### src/rtl/currency_pkg.sv
// Shared types and constants for the coin credit accumulator: FSM state
// encoding, default widths and the channel-slice helper.
package currency_pkg;

  localparam int DEF_NUM_CH  = 4;
  localparam int DEF_VALUE_W = 7;
  localparam int DEF_TOTAL_W = 10;

  // Widest packed coin bus and channel value the slice helper can handle.
  localparam int MAX_BUS_W = 256;
  localparam int MAX_VAL_W = 32;

  typedef enum logic [1:0] {
    ST_IDLE,
    ST_COLLECT,
    ST_DISPENSE,
    ST_CHANGE
  } state_t;

  // Channel ch's value from a packed bus of w-bit fields; callers truncate to w.
  function automatic logic [MAX_VAL_W-1:0] ch_slice(input logic [MAX_BUS_W-1:0] bus,
                                                    input int                   ch,
                                                    input int                   w);
    return MAX_VAL_W'(bus >> (ch * w));
  endfunction

endpackage

### src/rtl/coin_sync.sv
// One coin channel: 3-flop synchroniser on the asynchronous insertion level,
// rising-edge detect, and capture of the channel value on that edge.
module coin_sync #(
  parameter int VALUE_W = 7
) (
  input  logic               clk,
  input  logic               rst,
  input  logic               coin_valid,
  input  logic [VALUE_W-1:0] coin_value,
  input  logic               hold,
  output logic               rise,
  output logic [VALUE_W-1:0] value
);

  logic s0;
  logic s1;
  logic s2;

  assign rise = s1 & ~s2;

  // NOTE: non-blocking assignments so each flop samples its neighbour's pre-edge value.
  always_ff @(posedge clk) begin
    if (rst) begin
      s0    <= 1'b0;
      s1    <= 1'b0;
      s2    <= 1'b0;
      value <= '0;
    end else begin
      s0 <= coin_valid;
      s1 <= s0;
      s2 <= s1;
      // A coin already waiting keeps its value; the new edge is rejected upstream.
      if (rise && !hold) begin
        value <= coin_value;
      end
    end
  end

endmodule

### src/rtl/currency_accum.sv
// Multi-channel credit accumulator: per-channel pending coins serviced by
// fixed priority, saturation-safe credit, vend handshake and change return.
module currency_accum
  import currency_pkg::*;
#(
  parameter int NUM_CH    = DEF_NUM_CH,
  parameter int VALUE_W   = DEF_VALUE_W,
  parameter int TOTAL_W   = DEF_TOTAL_W,
  parameter int MAX_TOTAL = 2**TOTAL_W - 1
) (
  input  logic                      clk,
  input  logic                      rst,
  input  logic [NUM_CH-1:0]         coin_valid,
  input  logic [NUM_CH*VALUE_W-1:0] coin_value,
  input  logic [TOTAL_W-1:0]        price,
  input  logic                      vend_req,
  input  logic                      cancel,
  input  logic                      dispense_ready,
  input  logic                      change_ready,
  output logic [TOTAL_W-1:0]        total_credit,
  output logic                      credit_avail,
  output logic                      dispense_valid,
  output logic                      change_valid,
  output logic [TOTAL_W-1:0]        change_amount,
  output logic [NUM_CH-1:0]         coin_reject,
  output logic                      insufficient
);

  localparam int               IDX_W   = (NUM_CH > 1) ? $clog2(NUM_CH) : 1;
  localparam logic [TOTAL_W:0] CEILING = (TOTAL_W + 1)'(MAX_TOTAL);

  state_t             state;
  state_t             state_nxt;
  logic [NUM_CH-1:0]  rise;
  logic [VALUE_W-1:0] ch_val [NUM_CH];
  logic [NUM_CH-1:0]  pending;
  logic [NUM_CH-1:0]  pend_nxt;
  logic [NUM_CH-1:0]  reject_nxt;
  logic               insuff_nxt;
  logic [TOTAL_W-1:0] total_nxt;
  logic [TOTAL_W-1:0] change_nxt;
  logic               sel_valid;
  logic [IDX_W-1:0]   sel_idx;
  logic [VALUE_W-1:0] sel_val;
  logic [TOTAL_W:0]   sum;
  logic               fits;
  logic               covers;
  logic               service_ok;

  for (genvar i = 0; i < NUM_CH; i++) begin : g_ch
    coin_sync #(
      .VALUE_W (VALUE_W)
    ) u_sync (
      .clk        (clk),
      .rst        (rst),
      .coin_valid (coin_valid[i]),
      .coin_value (VALUE_W'(ch_slice(MAX_BUS_W'(coin_value), i, VALUE_W))),
      .hold       (pending[i]),
      .rise       (rise[i]),
      .value      (ch_val[i])
    );
  end

  // NOTE: every signal driven here gets a default first, so no path can infer a latch.
  always_comb begin
    sel_valid = 1'b0;
    sel_idx   = '0;
    sel_val   = '0;
    // Scan downwards so the lowest-index pending channel wins.
    for (int i = NUM_CH - 1; i >= 0; i--) begin
      if (pending[i]) begin
        sel_valid = 1'b1;
        sel_idx   = IDX_W'(i);
        sel_val   = ch_val[i];
      end
    end
  end

  // One spare bit so an overflowing sum still compares correctly against the ceiling.
  assign sum    = {1'b0, total_credit} + (TOTAL_W + 1)'(sel_val);
  assign fits   = (sum <= CEILING);
  assign covers = ({1'b0, total_credit} >= {1'b0, price});

  always_comb begin
    state_nxt  = state;
    total_nxt  = total_credit;
    change_nxt = change_amount;
    pend_nxt   = pending;
    reject_nxt = '0;
    insuff_nxt = 1'b0;
    service_ok = 1'b0;

    for (int i = 0; i < NUM_CH; i++) begin
      if (rise[i]) begin
        if (pending[i]) begin
          reject_nxt[i] = 1'b1;
        end else begin
          pend_nxt[i] = 1'b1;
        end
      end
    end

    case (state)
      ST_IDLE: begin
        service_ok = 1'b1;
      end
      ST_COLLECT: begin
        if (cancel) begin
          change_nxt = total_credit;
          state_nxt  = ST_CHANGE;
        end else if (vend_req) begin
          if (covers) begin
            change_nxt = total_credit - price;
            state_nxt  = ST_DISPENSE;
          end else begin
            insuff_nxt = 1'b1;
            service_ok = 1'b1;
          end
        end else begin
          service_ok = 1'b1;
        end
      end
      ST_DISPENSE: begin
        if (dispense_ready) begin
          total_nxt = '0;
          state_nxt = (change_amount != '0) ? ST_CHANGE : ST_IDLE;
        end
      end
      ST_CHANGE: begin
        if (change_ready) begin
          total_nxt  = '0;
          change_nxt = '0;
          state_nxt  = ST_IDLE;
        end
      end
      default: begin
        state_nxt = ST_IDLE;
      end
    endcase

    // Coins wait while a vend or refund is in flight; they are never lost there.
    if (service_ok && sel_valid) begin
      pend_nxt[sel_idx] = 1'b0;
      if (fits) begin
        total_nxt = sum[TOTAL_W-1:0];
        if (state == ST_IDLE) begin
          state_nxt = ST_COLLECT;
        end
      end else begin
        reject_nxt[sel_idx] = 1'b1;
      end
    end
  end

  always_ff @(posedge clk) begin
    if (rst) begin
      state <= ST_IDLE;
    end else begin
      state <= state_nxt;
    end
  end

  // All outputs come straight from flops; valids mirror the next state.
  always_ff @(posedge clk) begin
    if (rst) begin
      pending        <= '0;
      total_credit   <= '0;
      change_amount  <= '0;
      credit_avail   <= 1'b0;
      dispense_valid <= 1'b0;
      change_valid   <= 1'b0;
      coin_reject    <= '0;
      insufficient   <= 1'b0;
    end else begin
      pending        <= pend_nxt;
      total_credit   <= total_nxt;
      change_amount  <= change_nxt;
      credit_avail   <= (total_nxt != '0);
      dispense_valid <= (state_nxt == ST_DISPENSE);
      change_valid   <= (state_nxt == ST_CHANGE);
      coin_reject    <= reject_nxt;
      insufficient   <= insuff_nxt;
    end
  end

endmodule

### config.mk
export PLATFORM = sky130hd
export DESIGN_NAME = currency_accum
export DESIGN_NICKNAME = d
export VERILOG_FILES = /design/src/rtl/currency_pkg.sv /design/src/rtl/coin_sync.sv /design/src/rtl/currency_accum.sv
export SDC_FILE = /design/constraint.sdc
export NUM_CORES = 1
export LEC_CHECK = 0
export ABC_CLOCK_PERIOD_IN_PS = 7000
export CAP_MARGIN = 20
export CORE_MARGIN = 8
export CORE_UTILIZATION = 57
export CTS_CLUSTER_SIZE = 30
export DETAILED_ROUTE_END_ITERATION = 8
export GPL_ROUTABILITY_DRIVEN = 0
export PLACE_DENSITY = 0.95
export SYNTH_ARGS = -nofsm -noshare
export SYNTH_HDL_FRONTEND = slang
export SYNTH_HIERARCHICAL = 1
export SYNTH_SLANG_ARGS = --single-unit
export TNS_END_PERCENT = 30
### constraint.sdc
create_clock -name clk -period 7 [get_ports clk]
set_input_delay 1.05 -clock clk [delete_from_list [all_inputs] [get_ports clk]]
set_output_delay 1.05 -clock clk [all_outputs]
set_load 0.05 [all_outputs]
* Word-level counts from Yosys, hierarchy flattened
Cells that the tools add are included.
Word-level totals: register bits after elaboration 74, bits of input ports 48, output and inout bits 28, logic and storage cells 120
Operators by class: add/sub/neg operators 2, $lt $le $gt $ge 4, eq/ne operators 8, muxes and demuxes 52, bitwise logic cells 13, reduce and logical (&&, ||, !) cells 16
Operators with widths (count):
- two-way mux 10 bit | 8
- case mux 10 bit (2 select lines) | 2
- two-way mux 7 bit | 4
- two-way mux 2 bit | 13
- nonzero test 10 bit | 2
- two-way mux 1 bit | 19
- two-way mux 4 bit | 3
- adder 10 x 7 -> 11 bit | 1
- less-or-equal comparator 11 x 10 -> 1 bit, second input constant | 1
- greater-or-equal comparator 10 bit | 1
- subtractor 10 bit | 1
- equality test 2 bit, second input constant | 4
- logical AND 1 bit | 6
- != test 3 bit, second input constant | 2
- NOT 1 bit | 6
- case mux 2 bit (3 select lines) | 1
- AND 1 bit | 4
- AND 4 bit | 1
- zero test 1 bit | 4
- NOT 4 bit | 1
- OR 4 bit | 1
- AND reduction 4 bit | 1
- OR reduction 4 bit | 1
- less-than comparator 2 x 3 -> 1 bit, second input constant | 1
- other kinds (7) | 7

* Longest topological paths before layout
word-level depth 11, depth in mapped cells 15, depth with buffers taken out 14

* Cells and area by module
The synthesis kept the hierarchy.
By module, submodules not included:
- currency_accum | times used 1, cells an instance 327, area each 2492.4 µm²
- coin_sync | times used 4, cells an instance 38, area each 419.2 µm²

* Worst setup path before layout
No wires, ideal clock.
path type input-to-reg, start in price[0], end reg credit_avail, arrival time 3.078 ns, setup slack 3.841 ns, stages on the path 11, buffers on the path 1, cell sequence ha_1 inv_1 fa_1 nand3_1 a31oi_1 o31ai_2 nand3_1 buf_4 nor3_1 mux2_1 a41oi_1
On the way: cells in the longest elaborated chain, start to end 8
Ends and longest elaborated chain:
- start: declaration | line currency_accum.sv:15 | input logic [TOTAL_W-1:0] price,
- greater-or-equal comparator 10 bit | line currency_accum.sv:82 | assign covers = ({1'b0, total_credit} >= {1'b0, price});
- two-way mux 1 bit | line currency_accum.sv:112 | if (covers) begin
- two-way mux 1 bit | line currency_accum.sv:111 | end else if (vend_req) begin
- two-way mux 1 bit | line currency_accum.sv:108 | if (cancel) begin
- case mux 1 bit (2 select lines) | line currency_accum.sv:103 | case (state)
- logical AND 1 bit | line currency_accum.sv:142 | if (service_ok && sel_valid) begin
- two-way mux 10 bit | line currency_accum.sv:142
- nonzero test 10 bit | line currency_accum.sv:178 | credit_avail <= (total_nxt != '0);
- end signal: assignment | line currency_accum.sv:178
- end: declaration | line currency_accum.sv:21 | output logic credit_avail,
Every way passes these cells. A chain may end at the register's enable or synchronous reset.

* Worst setup path after layout
start reg pending[2], end reg credit_avail
On the way: cells in the longest elaborated chain, start to end 8, elaborated cells between the ends (all ways) 12, those cells by class 1 x add/sub; 1 x order compare; 8 x mux; 2 x reduce/logical
Ends and longest elaborated chain:
- start: declaration | line currency_accum.sv:36 | logic [NUM_CH-1:0] pending;
- start signal: assignment | line currency_accum.sv:175 | pending <= pend_nxt;
- two-way mux 7 bit (3 in series) | line currency_accum.sv:71 | if (pending[i]) begin
- adder 10 x 7 -> 11 bit | line currency_accum.sv:80 | assign sum = {1'b0, total_credit} + (TOTAL_W + 1)'(sel_val);
- less-or-equal comparator 11 x 10 -> 1 bit | line currency_accum.sv:81 | assign fits = (sum <= CEILING);
- two-way mux 10 bit | line currency_accum.sv:144 | if (fits) begin
- two-way mux 10 bit (*) | line currency_accum.sv:142
- nonzero test 10 bit (*) | line currency_accum.sv:178
Mark *: on every way between the ends. The rest lies on a longest branch, timed or not.

==> qor.txt <==
Final setup violation count = 0
FMAX = 0.245 GHz
Commonest cells post-synth = 74 x dfxtp_1, 59 x nand2b_1, 37 x nor2_1, 33 x mux2i_1, 33 x nand2_1
Port bufs = 75
Worst setup SP type = flop
Status = completed
Post-synthesis cell type count = 63
Worst VDD drop = 0.000153 V
Total routed wirelength = 10,600 µm
Detail Placement HPWL = 7700 µm
Mapped Cells = 479
Setup Fix Bufs, Post-CTS = 0
Post-synth top flop = dfxtp_1
Final Skew = 10.9 ps
Initial DRC count = 301
Global-route wire length before repair = 16,800 µm
Post-synth EDFFs = 0
Pins Over Slew Limit = 0
Most frequent cell after synthesis = dfxtp_1
Dpl cells = 630
Post-Syn Area = 0.00417 mm²
Pwr per Cell Area = 209 mW/mm²
Initial Util = 58.1%
CP max FO = 14
Critical Path RT = 7270 ps
CTS H-tree depth = 3
Multi-input gate area = 0.00246 mm²
Worst hold path class = reg2reg
CTS tree = done
Lkg Pwr = 2.03 nW
Die area = 0.0103 mm²
Via density = 5.78
Core area = 0.00718 mm²
GRT overflow = 0
# diodes = 0
Finished Layout Cells = 646
Register area share after synthesis = 35.5%
Initial DRT Pass Iterations = 5
Number of gates resized after CTS = 0
Final Critical Period = 4080 ps
Synth Register Bits = 74
Area Growth Syn to Fin = 23.9%
Die height = 102 µm
Cell taking the most area after synthesis = dfxtp_1
Synth Warn # = 6
Worst-Margin Slew = 826 ps
# hold bufs at CTS = 0
Vias = 3,731
# IOs = 76
Worst-skew pair later-pin latency = 360 ps
Vias in the first global route = 3,670
Share of post-route cells with drive strength above 1 = 7.86%
Setup crit end kind = flop
RSZ-0062 raised after global routing = no
FFs w/ async S/R, synth = 0%
Share of the synthesized area in the top cell type = 35.5%
Flip-flop and latch area = 0.00148 mm²
# fillers = 489
Syn nets = 546
Rows = 31
Chip Width = 102 µm
Max-cap violations = 0
Root Driver = clkbuf_8
Gr usage total = 20.5%
Mean Syn Cell Area = 8.70 µm²
Wire length per cell = 16.4 µm
Clk sink count = 74
Final net count = 609
Total CTS buffers = 9
Initial antenna violation count = 0
DRC viols = 0
Post-route ant nets = 0
Ranking of synthesized cells by area = dfxtp_1 36%, nand2b_1 8.9%, mux2i_1 7.9%
Setup TNS = 0 ps
Worst-path clk slew = 90 ps
Fin crit share = 58.3%
Slew margin rel. = 44.5%
Bufs on Longest Clock Path = 2
Worst Setup Path Type = reg2reg
Arrival @ worst endpoint = 4350 ps
Final Hold Vio Count = 0
Largest net degree at the start of global routing = 99
## worst max-delay path, stage by stage (launching register included)
cell and delay [ps]:
dfxtp_1 610, nor2b_1 220, a22oi_1 230, nor2_1 70, a21oi_1 130, o21ai_0 140
ha_1 280, fa_1 420, a211oi_2 260, o21ai_0 180, nand4_1 180, nand3_1 330
nor3_1 340, mux2_2 390, a41oi_1 210
## power by group
part	switching [mW]	internal (mW)
Sequential	0.0190	0.438
Combinational	0.0936	0.0783
Clock	0.175	0.277
Total	0.288	0.793
## registers in the layout (all words and copies together) (netlist names)
name / flops
g_ch.u_sync/value: 28
change_amount: 10
total_credit: 10
coin_reject: 4
g_ch.u_sync/s0: 4
g_ch.u_sync/s1: 4
g_ch.u_sync/s2: 4
pending: 4
state: 2
change_valid: 1
credit_avail: 1
dispense_valid: 1
insufficient: 1
## layout by cell type, fill, tap and decap left out, types with 4 or more instances in the layout
master,instances
nor2_1,37
nand3_1,10
a22o_1,4
clkbuf_8,9
o21a_1,4
a22oi_1,7
nor3b_2,5
nor3_1,9
xor2_1,7
inv_1,19
bufinv_16,4
nor2b_2,4
clkdlybuf4s50_1,74
nand2b_1,59
nand2_1,33
o21ai_1,5
a21oi_1,26
or4_1,5
and2b_2,4
nor3b_1,5
mux2i_1,33
o21ai_0,18
dfxtp_1,74
xnor2_1,5
nor2b_1,13
ha_1,17
## kinds of logic (layout without fill, tap and decap cells)
| family | count (synthesis) | after routing | share of synthesized area (%) |
|---|---|---|---|
| compound gates | 91 | 91 | 14.5 |
| simple gates | 204 | 204 | 27.5 |
| fa+ha+maj | 19 | 19 | 6.06 |
| xor+xnor | 12 | 12 | 2.52 |
| buf+inv | 44 | 112 | 5.43 |
| mux | 35 | 35 | 8.46 |
| flops | 74 | 74 | 35.5 |
## final timing paths
check | startpoint | end | slack [ps] | cells past startpoint
setup reg to reg | pending[2] | credit_avail | 2920 | 14
hold / removal | g_ch[2].u_sync/s0 | g_ch[2].u_sync/s1 | 450 | 1
hold reg to reg | g_ch[2].u_sync/s0 | g_ch[2].u_sync/s1 | 450 | 1
setup / recovery | pending[2] | credit_avail | 2920 | 14
## routing by layer
layer / share of wire [%] / GRT usage, % / wire length [µm]
met1: 39 / 22.2 / 4160
met2: 50 / 35.8 / 5310
met3: 6.7 / 4.47 / 706
met4: 4.0 / 12.7 / 421
met5: 0 / 0 / 0
## final cells by class
cell class              instances  share of cell area [%]
repair buffers                 76                    14.6
multi-input cells             361                    47.6
clock buffers                   9                    2.40
inverters                      20                    1.45
clock inverters                 7                    2.88
flip-flops and latches         74                    28.7
well taps                      99                    2.40
## stage by stage
| step | utilization (%) | instance area [µm²] | worst slack, ps | power (mW) | hold WS, ps |
|---|---|---|---|---|---|
| after floorplan | - | 4170 | 3840 | 0.581 | 414 |
| final | 72.0 | 5170 | 2920 | 1.08 | 450 |
| after CTS | 72.0 | 5170 | 3030 | 1.08 | 456 |
| after detailed placement | 68.2 | 4890 | 2950 | 0.636 | 436 |
| after global placement | 68.2 | 4890 | 3110 | 0.628 | 419 |
| after global routing | 72.0 | 5170 | 2550 | 1.12 | 462 |
Power figures use the tool's default switching activity.
